## config.mk

```make
export PLATFORM = sky130hd
export DESIGN_NAME = instr_issue_seq_flat
export DESIGN_NICKNAME = d
export VERILOG_FILES = /design/src/rtl/instr_issue_if.sv /design/src/rtl/instr_issue_seq.sv /design/src/flat_wrapper.sv
export SDC_FILE = /design/constraint.sdc
export NUM_CORES = 1
export LEC_CHECK = 0
export BUFFER_PORTS_ARGS = -buffer_cell sky130_fd_sc_hd__buf_2
export CORE_ASPECT_RATIO = 1.25
export CORE_UTILIZATION = 53
export DETAILED_ROUTE_END_ITERATION = 12
export PLACE_DENSITY = 0.91
export SETUP_SLACK_MARGIN = 0.2
export SYNTH_ARGS = -nofsm -noshare
export SYNTH_HDL_FRONTEND = slang
export SYNTH_SLANG_ARGS = --single-unit
```

## constraint.sdc

```tcl
create_clock -name clk -period 3.3 [get_ports clk]
set_clock_uncertainty 0.15 [all_clocks]
set_input_delay 0.33 -clock clk [delete_from_list [all_inputs] [get_ports clk]]
set_output_delay 0.33 -clock clk [all_outputs]
set_load 0.02 [all_outputs]
```

## src/rtl/instr_issue_if.sv

```systemverilog
// instr_issue_if: fetch, memory-handshake and decoder-facing signals of the issue sequencer
interface instr_issue_if #(parameter int PC_W = 12);
  logic            run;
  logic [PC_W-1:0] imem_addr;
  logic            imem_rd_en;
  logic [15:0]     imem_data;
  logic            imem_valid;
  logic            dmem_req;
  logic            dmem_ready;
  logic [3:0]      opcode;
  logic [15:0]     instr;
  logic            commit;
  logic [PC_W-1:0] link_pc;
  logic            busy;
  modport master (
    input  run, imem_data, imem_valid, dmem_ready,
    output imem_addr, imem_rd_en, dmem_req, opcode, instr, commit, link_pc, busy
  );
  modport slave (
    output run, imem_data, imem_valid, dmem_ready,
    input  imem_addr, imem_rd_en, dmem_req, opcode, instr, commit, link_pc, busy
  );
endinterface

```

## src/rtl/instr_issue_seq.sv

```systemverilog
// instr_issue_seq: fetches instructions and holds each opcode on the decoder for its full execution time
module instr_issue_seq #(
  parameter int PC_W       = 12,
  parameter int RESET_PC   = 0,
  parameter int MUL_CYCLES = 3,
  parameter int DIV_CYCLES = 8
) (
  input logic             clk,
  input logic             rst,
  instr_issue_if.master   bus
);
  localparam logic [1:0] IDLE  = 2'd0;
  localparam logic [1:0] FETCH = 2'd1;
  localparam logic [1:0] EXEC  = 2'd2;
  logic [1:0]      state_q, state_d;
  logic [PC_W-1:0] pc_q, pc_d, link_pc_q, link_pc_d, pc_inc;
  logic [15:0]     instr_q, instr_d, cnt_q, cnt_d;
  logic [3:0]      op, new_op;
  logic            exec, fetch_ok, is_mem, is_md, jmp, done;
  always_comb begin
    exec      = state_q == EXEC;
    op        = instr_q[15:12];
    new_op    = bus.imem_data[15:12];
    fetch_ok  = state_q == FETCH && bus.imem_valid;
    is_mem    = op == 4'b1100 || op == 4'b1101;
    is_md     = op == 4'b0011 || op == 4'b0110;
    jmp       = op == 4'b1010 || op == 4'b0111;
    pc_inc    = pc_q + PC_W'(1);
    // memory ops finish on the handshake, multi-cycle ops when the counter drains
    done      = exec && (is_mem ? bus.dmem_ready : is_md ? cnt_q == 16'd0 : 1'b1);
    state_d   = state_q == IDLE  ? (bus.run ? FETCH : IDLE) :
                state_q == FETCH ? (bus.imem_valid ? EXEC : FETCH) :
                state_q == EXEC  ? (done ? (bus.run ? FETCH : IDLE) : EXEC) : IDLE;
    instr_d   = fetch_ok ? bus.imem_data : instr_q;
    cnt_d     = fetch_ok ? (new_op == 4'b0011 ? 16'(MUL_CYCLES - 1) :
                            new_op == 4'b0110 ? 16'(DIV_CYCLES - 1) : 16'd0) :
                exec && cnt_q != 16'd0 ? cnt_q - 16'd1 : cnt_q;
    pc_d      = done ? (jmp ? instr_q[PC_W-1:0] : pc_inc) : pc_q;
    link_pc_d = done && op == 4'b0111 ? pc_inc : link_pc_q;
  end
  always_ff @(posedge clk) begin
    if (rst) begin
      state_q   <= IDLE;
      pc_q      <= PC_W'(RESET_PC);
      instr_q   <= 16'd0;
      cnt_q     <= 16'd0;
      link_pc_q <= '0;
    end else begin
      state_q   <= state_d;
      pc_q      <= pc_d;
      instr_q   <= instr_d;
      cnt_q     <= cnt_d;
      link_pc_q <= link_pc_d;
    end
  end
  assign bus.imem_addr  = pc_q;
  assign bus.imem_rd_en = state_q == FETCH;
  assign bus.dmem_req   = exec && is_mem;
  assign bus.opcode     = exec ? op : 4'b0000;
  assign bus.instr      = instr_q;
  assign bus.commit     = done;
  assign bus.link_pc    = link_pc_q;
  assign bus.busy       = state_q != IDLE;
endmodule

```

## src/flat_wrapper.sv

```systemverilog
// flat-port wrapper written by rule: the top's interface ports become plain ports
module instr_issue_seq_flat 
#(
  parameter int PC_W       = 12,
  parameter int RESET_PC   = 0,
  parameter int MUL_CYCLES = 3,
  parameter int DIV_CYCLES = 8
)
  (clk, rst, bus_run, bus_imem_data, bus_imem_valid, bus_dmem_ready, bus_imem_addr, bus_imem_rd_en, bus_dmem_req, bus_opcode, bus_instr, bus_commit, bus_link_pc, bus_busy);
  instr_issue_if #(.PC_W(PC_W)) bus_i ();
  input logic clk;
  input logic rst;
  input wire logic [$bits(bus_i.run)-1:0] bus_run;
  input wire logic [$bits(bus_i.imem_data)-1:0] bus_imem_data;
  input wire logic [$bits(bus_i.imem_valid)-1:0] bus_imem_valid;
  input wire logic [$bits(bus_i.dmem_ready)-1:0] bus_dmem_ready;
  output wire logic [$bits(bus_i.imem_addr)-1:0] bus_imem_addr;
  output wire logic [$bits(bus_i.imem_rd_en)-1:0] bus_imem_rd_en;
  output wire logic [$bits(bus_i.dmem_req)-1:0] bus_dmem_req;
  output wire logic [$bits(bus_i.opcode)-1:0] bus_opcode;
  output wire logic [$bits(bus_i.instr)-1:0] bus_instr;
  output wire logic [$bits(bus_i.commit)-1:0] bus_commit;
  output wire logic [$bits(bus_i.link_pc)-1:0] bus_link_pc;
  output wire logic [$bits(bus_i.busy)-1:0] bus_busy;
  assign bus_i.run = bus_run;
  assign bus_i.imem_data = bus_imem_data;
  assign bus_i.imem_valid = bus_imem_valid;
  assign bus_i.dmem_ready = bus_dmem_ready;
  assign bus_imem_addr = bus_i.imem_addr;
  assign bus_imem_rd_en = bus_i.imem_rd_en;
  assign bus_dmem_req = bus_i.dmem_req;
  assign bus_opcode = bus_i.opcode;
  assign bus_instr = bus_i.instr;
  assign bus_commit = bus_i.commit;
  assign bus_link_pc = bus_i.link_pc;
  assign bus_busy = bus_i.busy;
  instr_issue_seq #(.PC_W(PC_W), .RESET_PC(RESET_PC), .MUL_CYCLES(MUL_CYCLES), .DIV_CYCLES(DIV_CYCLES)) u_core (.clk(clk), .rst(rst), .bus(bus_i));
endmodule
```

==> results.py <==
metrics = {
    "clocking": {
        "cts_tree": "done",
        "clock-root-buffer": "clkbuf_8",
        "cts.clk_slew.worst_paths_ns": 0.06,
        "clk_latency_ns": 0.33,
        "postCtsSetupBuffers": 0,
        "numCtsBuffers": 9,
        "ctsHoldBuffers": 0,
        "clkSinkCount": 58,
        "h-tree-depth": 3,
        "cts_resized": 0,
        "clock_path_buffers": 2,
    },
    "global_routing": {
        "grt-ovfl-total": 0,
        "grt_pass1_vias": 2615,
        "grt_pass1_wl_mm": 12.40,
        "grt_max_degree": 45,
        "antenna_found_initial": 0,
        "grt_usage": 0.2908,
    },
    "detailed_routing": {
        "drcViolationCount": 0,
        "firstDrtPassIters": 7,
        "vias": 2833,
        "wl_mm": 7.410,
        "vias_per_cell": 6.002,
        "postRouteAntennaNets": 0,
        "wl_per_cell_microns": 15.70,
        "drt_iter0_markers": 294,
    },
    "power": {
        "power.leakage_nw": 1.412,
        "ir_worst_vdd_uv": 388.7,
        "power_frac_clock": 0.395,
        "swShare": 0.2593,
        "p_comb_frac": 0.112,
        "powerDensity_mw_per_mm2": 442.7,
        "p_int_mw": 1.111,
        "p_switching_mw": 0.3888,
        "seq_power_share": 0.493,
    },
    "setup_path": {
        "reg2reg_slack_ns": 0.68,
        "required_ns": 2.82,
        "rr_endpoint": "u_core.bus.imem_addr[0]$_SDFFE_PP0P_",
        "end_kind": "output pin",
        "cp.arrival_ns": 2.46,
        "crit_fanout": 7,
        "crit_type": "reg -> out",
        "start_kind": "register",
        "r2r_cells": 5,
        "r2r-start": "u_core.cnt_q[2]$_SDFFE_PP0P_",
    },
    "layout": {
        "post-route-util": 0.6667,
        "drive_above_1_share": 0.2366,
        "area_delta_synth_final_pct": 20.69,
        "final_area_sq_mm": 0.003387,
        "num_antenna_cells": 0,
        "nNetsFinal": 428,
    },
    "floorplanning": {
        "die_area_sq_mm": 0.005592,
        "io_pins": 69,
        "dieWidth_microns": 67.09,
        "num_rows": 29,
        "start_util": 0.5525,
        "core_area_sq_mm": 0.005080,
        "chipHeight_microns": 83.36,
    },
    "synthesis": {
        "ys_ff_latch": 58,
        "yosysSeqAreaShare": 0.4137,
        "ys.flop_type": "dfxtp_1",
        "syn-num-nets": 359,
        "syn_inst": 336,
        "synth_cell_type_count": 52,
        "yosysWarningCount": 0,
        "async_flop_share": 0,
        "synth_enable_flop_cells": 0,
        "netlist_area_sq_mm": 0.002806,
        "synth_area_per_cell_sq_um": 8.353,
    },
    "sta": {
        "tightestPinTransition_ns": 0.7888,
        "finalWorstSetupSlack_ns": 0.3609,
        "fin_tns_setup_ns": 0,
        "slew_viol_final": 0,
        "fmax_mhz": 340.2,
        "period_share": 0.8906,
        "layout_min_cycle_time_ns": 2.939,
        "hold_slack_ns": 0.09092,
        "relSlewSlack": 0.4722,
        "hold_viol": 0,
        "grt_setup_unrepaired": "no",
        "setup_viol": 0,
    },
    "place": {
        "dp_slack_ns": 0.7259,
        "placedInstanceArea_sq_mm": 0.003204,
        "dp_hpwl_mm": 5.380,
        "gp_congestion": 0.9193,
        "port_buffers": 68,
    },
    "status": {
        "outcome": "complete, no violations",
    },
    "hold_path": {
        "holdPathEnd": "u_core.bus.instr[10]$_SDFFE_PP0P_",
        "whs_path_depth": 3,
        "hp-class": "in -> reg",
        "worstHoldStart": "bus_imem_data[10]",
    },
    "flow_run": {
        "drv_cap": 0,
    },
}
power by group through the flow:
stage | registers, mW | clock network (mW) | logic (mW)
floorplan | 0.757 | 0 | 0.108
global placement | 0.752 | 0 | 0.161
detailed placement | 0.753 | 0 | 0.165
CTS | 0.738 | 0.596 | 0.166
global route | 0.741 | 0.634 | 0.184
finish | 0.739 | 0.592 | 0.168
worst max path at each step:
stage                            startpoint  depth (start not counted)  slack (ns)                                   end
2_1_floorplan  u_core.cnt_q[2]$_SDFFE_PP0P_                          6        0.85  u_core.bus.imem_addr[0]$_SDFFE_PP0P_
3_3_place_gp   u_core.cnt_q[2]$_SDFFE_PP0P_                          5        0.77  u_core.bus.imem_addr[0]$_SDFFE_PP0P_
3_5_place_dp   u_core.cnt_q[2]$_SDFFE_PP0P_                          5        0.73  u_core.bus.imem_addr[0]$_SDFFE_PP0P_
4_1_cts        u_core.cnt_q[2]$_SDFFE_PP0P_                          6        0.39                            bus_commit
5_1_grt        u_core.cnt_q[2]$_SDFFE_PP0P_                          6        0.23                            bus_commit
6_report       u_core.cnt_q[2]$_SDFFE_PP0P_                          6        0.36                            bus_commit
logic make-up after synthesis:
kind of cell               count (synthesis)  synth area share
AOI/OAI and AO/OA                         85            0.2011
xor gates and xnor gates                  21           0.06554
adders and majority gates                  2          0.008915
buffers and inverters                     26           0.03789
DFF                                       58            0.4137
muxes                                      9           0.03255
and+or+nand+nor                          135            0.2403
worst max-delay path, cell delays in order (launching register included):
cell and delay [ns]:
dfxtp_1 0.35, or4_4 0.56, or3_1 0.47, o211ai_1 0.28, nand2_1 0.14, inv_2 0.15, buf_2 0.18
final cells by class:
class / instances / area, sq um
clock buffers: 14 / 172.7
well taps: 62 / 77.57
flip-flops and latches: 58 / 1161
clock inverters: 2 / 10.01
repair buffers: 75 / 392.9
multi-input cells: 252 / 1539
inverters: 9 / 33.78
fillers: 430 / 1693
Yosys cell counts, drive strengths merged (2+ instances only):
cell type,count,share of area
and4,2,0.0062
buf,2,0.0058
nand3b,2,0.0053
or3,4,0.0089
a31o,3,0.0094
o211ai,6,0.016
o31ai,2,0.0053
and3,3,0.0067
a311oi,3,0.0094
nand2b,3,0.0067
xnor2,7,0.022
o2111ai,6,0.019
a21oi,26,0.046
nand2,38,0.051
nor3,6,0.011
nor2,34,0.045
ha,2,0.0089
nand4,9,0.020
nand3,12,0.021
or4,4,0.012
a31oi,4,0.0089
o21ai,14,0.025
clkbuf,15,0.020
and2,4,0.0089
or3b,2,0.0062
mux2i,8,0.029
inv,8,0.011
nor2b,2,0.0045
nor3b,2,0.0053
a211oi,8,0.021
xor2,14,0.044
and3b,2,0.0062
o22ai,3,0.0067
dfxtp,58,0.41
o21a,2,0.0053
nor4,4,0.0089
a21o,2,0.0053
state kept, by name (all words and copies together), names as in the netlist:
signal and flops:
u_core.cnt_q 16, u_core.bus.link_pc 12, u_core.bus.instr 16, u_core.bus.imem_addr 12, u_core.state_q 2
layout by cell type (no fill, tap or decap), types with 3 or more instances in the layout:
cell type,count
nor4_1,4
inv_1,7
and3_1,3
mux2i_1,8
xnor2_1,7
nor2_1,34
o211ai_1,6
buf_2,68
nor3_1,6
nand3_1,12
a31oi_1,4
o2111ai_1,6
xor2_1,14
or4_1,3
nand2b_1,3
clkbuf_8,12
or3_1,4
a211oi_1,8
a21oi_1,26
o21ai_0,13
buf_4,7
and2_1,4
nand4_1,9
a311oi_1,3
o22ai_1,3
dfxtp_1,58
nand2_1,38
layer usage:
layer | routed length [microns] | global-route usage
met1 | 3213 | 0.3832
met2 | 3496 | 0.4391
met3 | 500 | 0.07692
met4 | 199 | 0.1238
met5 | 0 | 0
per-stage QoR:
stage          power, mW  cells
2_1_floorplan     0.8653    336
3_3_place_gp      0.9135    456
3_5_place_dp      0.9181    456
4_1_cts            1.500    472
5_1_grt            1.559    472
6_report           1.499    472
Note: power is estimated with default switching activity, not from simulation.
